--- config.mk ---
export PLATFORM = sky130hd
export DESIGN_NAME = crash_detect
export DESIGN_NICKNAME = d
export VERILOG_FILES = /design/src/rtl/crash_detect_pkg.sv /design/src/rtl/crash_detect_crash_gate.sv /design/src/rtl/crash_detect.sv
export SDC_FILE = /design/constraint.sdc
export NUM_CORES = 1
export LEC_CHECK = 0
export ABC_AREA = 1
export ABC_CLOCK_PERIOD_IN_PS = 3600
export BUFFER_PORTS_ARGS = -buffer_cell sky130_fd_sc_hd__buf_2
export CAP_MARGIN = 20
export CORE_MARGIN = 8
export CORE_UTILIZATION = 25
export CTS_CLUSTER_SIZE = 16
export DETAILED_ROUTE_END_ITERATION = 12
export GPL_TIMING_DRIVEN = 0
export PLACE_DENSITY_LB_ADDON = 0.08
export SETUP_SLACK_MARGIN = 0.2
export SYNTH_ARGS = -nofsm -noshare
export SYNTH_HDL_FRONTEND = slang
export SYNTH_SLANG_ARGS = --single-unit
--- constraint.sdc ---
create_clock -name clk_vga -period 3.6 [get_ports clk_vga]
set_input_delay 0.54 -clock clk_vga [delete_from_list [all_inputs] [get_ports clk_vga]]
set_output_delay 0.54 -clock clk_vga [all_outputs]
set_load 0.05 [all_outputs]
--- src/rtl/crash_detect_pkg.sv ---
// Shared defaults and player FSM encoding for the crash_detect collision arbiter.
// Optional feature macro used by the top level: CRASH_INVINCIBLE_EN.
package crash_detect_pkg;

    localparam int ENEMY_TYPES_DEF       = 3;
    localparam int INVINCIBLE_FRAMES_DEF = 120;
    localparam int HIT_CNT_WIDTH_DEF     = 16;

    typedef enum logic {
        ME_ARMED = 1'b0,
        ME_GUARD = 1'b1
    } me_state_e;

endpackage

--- src/rtl/crash_detect_crash_gate.sv ---
// One enemy type's collision gate: raw overlap AND plus once-per-frame suppression flags.
module crash_gate (
    input  logic clk_vga,
    input  logic rst_n,
    input  logic en_i,
    input  logic fe_i,
    input  logic enemy_alpha_i,
    input  logic bullet_alpha_i,
    input  logic me_alpha_i,
    output logic raw_m_o,
    output logic crash_b_o,
    output logic crash_m_o
);

    logic raw_b;
    logic bdone_q, bdone_d;
    logic mdone_q, mdone_d;

    always_comb begin
        raw_b     = en_i & enemy_alpha_i & bullet_alpha_i;
        raw_m_o   = en_i & enemy_alpha_i & me_alpha_i;
        crash_m_o = raw_m_o & ~mdone_q;
        // Player contact wins the pixel, so the bullet flag stays clear for a later hit.
        crash_b_o = raw_b & ~bdone_q & ~crash_m_o;

        bdone_d = bdone_q;
        mdone_d = mdone_q;
        if (!en_i) begin
            bdone_d = 1'b0;
            mdone_d = 1'b0;
        end else begin
            if (crash_b_o)  bdone_d = 1'b1;
            else if (fe_i)  bdone_d = 1'b0;
            if (crash_m_o)  mdone_d = 1'b1;
            else if (fe_i)  mdone_d = 1'b0;
        end
    end

    always_ff @(posedge clk_vga or negedge rst_n) begin
        if (!rst_n) begin
            bdone_q <= 1'b0;
            mdone_q <= 1'b0;
        end else begin
            bdone_q <= bdone_d;
            mdone_q <= mdone_d;
        end
    end

endmodule

--- src/rtl/crash_detect.sv ---
// Per-pixel collision arbiter: zero-latency crash strobes, player guard FSM, bullet hit counter.
// Define CRASH_INVINCIBLE_EN for a multi-frame guard window of INVINCIBLE_FRAMES frames.
module crash_detect
    import crash_detect_pkg::*;
#(
    parameter int ENEMY_TYPES       = ENEMY_TYPES_DEF,
    parameter int INVINCIBLE_FRAMES = INVINCIBLE_FRAMES_DEF,
    parameter int HIT_CNT_WIDTH     = HIT_CNT_WIDTH_DEF
) (
    input  logic                     clk_vga,
    input  logic                     rst_n,
    input  logic                     en_i,
    input  logic                     v_sync_i,
    input  logic [ENEMY_TYPES-1:0]   enemy_alpha_i,
    input  logic                     bullet_alpha_i,
    input  logic                     me_alpha_i,
    output logic [ENEMY_TYPES-1:0]   crash_enemy_bullet_o,
    output logic [ENEMY_TYPES-1:0]   crash_me_enemy_o,
    output logic                     bullet_hit_o,
    output logic                     me_hit_o,
    output logic                     me_invincible_o,
    output logic [HIT_CNT_WIDTH-1:0] hit_cnt_o
);

    if (INVINCIBLE_FRAMES < 1 || INVINCIBLE_FRAMES > 255) begin : g_bad_frames
        $error("INVINCIBLE_FRAMES must be within 1..255");
    end

    function automatic logic [HIT_CNT_WIDTH-1:0] sat_inc(input logic [HIT_CNT_WIDTH-1:0] v);
        return (&v) ? v : v + 1'b1;
    endfunction

    logic                     vs_q, vs_d;
    logic                     fe;
    logic [ENEMY_TYPES-1:0]   raw_m;
    logic                     guard_done;
    me_state_e                state_q, state_d;
    logic [HIT_CNT_WIDTH-1:0] hit_cnt_q, hit_cnt_d;

    for (genvar t = 0; t < ENEMY_TYPES; t++) begin : g_gate
        crash_gate u_gate (
            .clk_vga        (clk_vga),
            .rst_n          (rst_n),
            .en_i           (en_i),
            .fe_i           (fe),
            .enemy_alpha_i  (enemy_alpha_i[t]),
            .bullet_alpha_i (bullet_alpha_i),
            .me_alpha_i     (me_alpha_i),
            .raw_m_o        (raw_m[t]),
            .crash_b_o      (crash_enemy_bullet_o[t]),
            .crash_m_o      (crash_me_enemy_o[t])
        );
    end

`ifdef CRASH_INVINCIBLE_EN
    logic [7:0] frame_cnt_q, frame_cnt_d;

    always_comb begin
        guard_done  = (frame_cnt_q == 8'(INVINCIBLE_FRAMES - 1));
        frame_cnt_d = frame_cnt_q;
        if (!en_i)
            frame_cnt_d = 8'd0;
        else if (state_q == ME_ARMED && |raw_m)
            frame_cnt_d = 8'd0;
        else if (state_q == ME_GUARD && fe)
            frame_cnt_d = frame_cnt_q + 8'd1;
    end

    always_ff @(posedge clk_vga or negedge rst_n) begin
        if (!rst_n) frame_cnt_q <= 8'd0;
        else        frame_cnt_q <= frame_cnt_d;
    end
`else
    assign guard_done = 1'b1;
`endif

    always_comb begin
        vs_d         = v_sync_i;
        fe           = v_sync_i & ~vs_q;
        bullet_hit_o = |crash_enemy_bullet_o;
        me_hit_o     = (state_q == ME_ARMED) & (|raw_m);

        state_d = state_q;
        if (!en_i) begin
            state_d = ME_ARMED;
        end else begin
            case (state_q)
                ME_ARMED: if (|raw_m)           state_d = ME_GUARD;
                ME_GUARD: if (fe && guard_done) state_d = ME_ARMED;
                default:                        state_d = ME_ARMED;
            endcase
        end

        hit_cnt_d = bullet_hit_o ? sat_inc(hit_cnt_q) : hit_cnt_q;
    end

    always_ff @(posedge clk_vga or negedge rst_n) begin
        if (!rst_n) begin
            vs_q      <= 1'b0;
            state_q   <= ME_ARMED;
            hit_cnt_q <= '0;
        end else begin
            vs_q      <= vs_d;
            state_q   <= state_d;
            hit_cnt_q <= hit_cnt_d;
        end
    end

    assign me_invincible_o = (state_q == ME_GUARD);
    assign hit_cnt_o       = hit_cnt_q;

endmodule

==> impl_results.md <==
- Status: finished clean
- Distinct cell type count after synthesis: 20
- # rows: 27
- Post-CTS setup buffers: 0
- Register area share after synthesis: 0.419
- FMAX: 512 MHz
- Share of post-route cells with drive strength above 1: 0.278
- Synthesized instance count: between 150 and 200
- Crit share post-route: 0.542
- Die width: slightly above 90 um
- Setup crit end kind: output port
- Post-route cell area: ~0.0017 mm2
- Worst Path Arrival: 1.41 ns
- Critical path class: input port to output port
- Max rail drop VDD: about 0.22 mV
- WL/cell: roughly 12 um
- Clk_lat worst skew: between 0.2 and 0.3 ns
- Post-route minimum period: 1.95 ns
- RSZ-0062 raised after global routing: false
- Post-synth net total: 200
- Layout Utilization: 0.317
- Final setup fails: 0
- Fraction of registers with async set/reset: 1.00
- Post-synth EDFFs: 0
- Synth warnings: 0
- IO Count: 34
- Max-slew violation count: 0
- 1st-pass router iterations: 5
- Clock sink count: 24
- Routed Antenna Nets: 0
- Vias per Instance: 4.15
- Height of the die: around 92 um
- Final wirelength: between 3000 and 4000 um
- Vias in the first global route: between 1,000 and 1,500
- Initial antenna violation count: 0
- Leak: about 0.9 nW
- Crit start category: input port
- Multi-input gate area: a little under 700 um2
- Top post-synthesis cells by area: dfrtp_1 (42%), nand2_1 (16%), xnor2_1 (6.1%), nand2_2 (5.7%), inv_1 (5.5%)
- Max-slew headroom: 0.585
- Worst slew pin tran: approximately 0.6 ns
- Hold Path Class: input port to async pin
- Average footprint of a synthesized cell: around 7.5 um2
- FF+latch area: approximately 600 um2
- Worst reg2reg startpoint: hit_cnt_o[0]
- Drt first-iter violations: 50
- Crit path from: en_i
- CP Max Fanout: 7
- Area share of the largest cell type after synthesis: 0.419
- CTS tree: done
- TritonCTS Buffers: 3
- Largest net degree at the start of global routing: 25
- DR vias: 1,241
- #FFs+latches synth: 24
- Largest area contributor in the netlist: dfrtp_1
- GPL Wtd Cong: 0.698
- Largest family of logic cells by synthesized area: simple AND/OR/NAND/NOR gates
- Final hold viol count: 0
- Gr ovfl total: 0
- # DRC: 0
- Total Power: just under 0.8 mW
- Number of diodes: 0
- Xor/xnor cell area share of the yosys netlist: 0.0611
- Most common cell in the synthesized netlist: nand2_1
- CTS Hold Bufs: 0
- Number of H-tree levels: 1
- Core Area: ~0.0055 mm2
- Clk_skew: 0.00512 ns
- Synthesis-to-finish area growth: 21.7%
- Post-DP HPWL: between 2000 and 3000 um
- Filler cells: approximately 600
- Synth Area in Simple Gates: 0.355
- First-pass GRT wire length: 6460 um
- Port buffer count: 33
- Setup_tns: 0 ns
- Dominant register cell in the synthesized netlist: dfrtp_1
- Placed Area: about 0.0017 mm2
- Synth Area in Adders: 0.00873
- Worst-path clk slew: around 0.090 ns
- Initial Util: 0.260
- Total GRT Usage: 0.0921
- Synth Area in Compound Gates: 0.0463
- Max Cap Viol: 0
- Pwr dens: between 400 and 500 mW/mm2
- Clk buf depth: 2
- Mapped Area: around 0.0014 mm2
- CTS resizes: 0
- Die area: between 0.008 and 0.009 mm2
- Req. time, crit path: slightly above 3 ns
- Root Buffer: clkbuf_8
- Post-synthesis mux area share: 0
- Fin nets: roughly 240
- Synth cell count leaders: nand2_1 (61), dfrtp_1 (24), inv_1 (21), nor2_1 (18), nand2_2 (13)
## final timing paths
check	endpoint	slack [ns]	cells after the start
min reg2reg	g_gate[2].u_gate.bdone_q	0.55	2
min in group clk_vga	vs_q	0.39	1
max in group asynchronous	g_gate[2].u_gate.bdone_q	2.98	1
min	hit_cnt_o[6]	0.25	1
max reg2reg	hit_cnt_o[8]	1.82	11
max	bullet_hit_o	1.65	6
## cells in the final DEF (no fill, tap or decap)
cell / netlist / routed
nand2_1: 61 / 61
buf_2: 0 / 33
dfrtp_1: 24 / 24
inv_1: 21 / 21
nor2_1: 18 / 18
nand2_2: 13 / 13
o21ai_0: 12 / 12
xnor2_1: 10 / 10
nand3_1: 8 / 8
nand4_1: 6 / 6
buf_4: 6 / 6
clkbuf_8: 0 / 4
nor2_2: 2 / 2
nand3_4: 1 / 1
a31oi_1: 1 / 1
nand2_4: 1 / 1
inv_4: 1 / 1
buf_8: 1 / 1
buf_6: 1 / 1
nor3_1: 1 / 1
nand3b_1: 1 / 1
ha_1: 1 / 1
## stage by stage
step | hold WS (ns) | setup WS [ns] | instances
3_3_place_gp | 0.538 | 1.63 | 295
5_1_grt | 0.276 | 1.52 | 299
3_5_place_dp | 0.534 | 1.62 | 295
6_report | 0.251 | 1.65 | 299
4_1_cts | 0.276 | 1.63 | 299
2_1_floorplan | 0.244 | 1.72 | 190
## power breakdown
part	internal (mW)	switching, mW	total, mW
clock network	0.0976	0.0893	0.187
registers	0.299	0.0424	0.342
logic	0.0734	0.194	0.267
total	0.470	0.326	0.796
## worst max-delay path: stages
cell	delay, ns
buf_2	0.14
nand2_1	0.09
nor2_1	0.10
nand2_1	0.12
nand3_4	0.14
buf_2	0.28
## registers in the layout (all words and copies together), names as in the netlist
register,count
hit_cnt_o,16
g_gate.u_gate.mdone_q,3
g_gate.u_gate.bdone_q,3
vs_q,1
me_invincible_o,1
## cells by family after synthesis
logic type,after synthesis
AOI/OAI and AO/OA,13
xor gates and xnor gates,10
adders and majority gates,1
buffers and inverters,30
DFF,24
and+or+nand+nor,112
## metal layers
metal / part of all wire / up-vias / wire, um / track usage
met4: 0.0066 / 0 / 24 / 0.0282
met1: 0.47 / 553 / 1710 / 0.113
met3: 0.051 / 2 / 183 / 0.0236
met5: 0 / - / 0 / 0
li1: - / 661 / - / -
met2: 0.47 / 25 / 1700 / 0.154
## layout make-up
class / count / area share
Inverter: 22 / 0.0488
Buffer: 8 / 0.0409
Timing Repair Buffer: 33 / 0.0948
Multi-Input combinational cell: 136 / 0.388
Clock buffer: 4 / 0.0316
Sequential cell: 24 / 0.345
Tap cell: 72 / 0.0517
No activity file was read; power rests on OpenSTA's default activity.
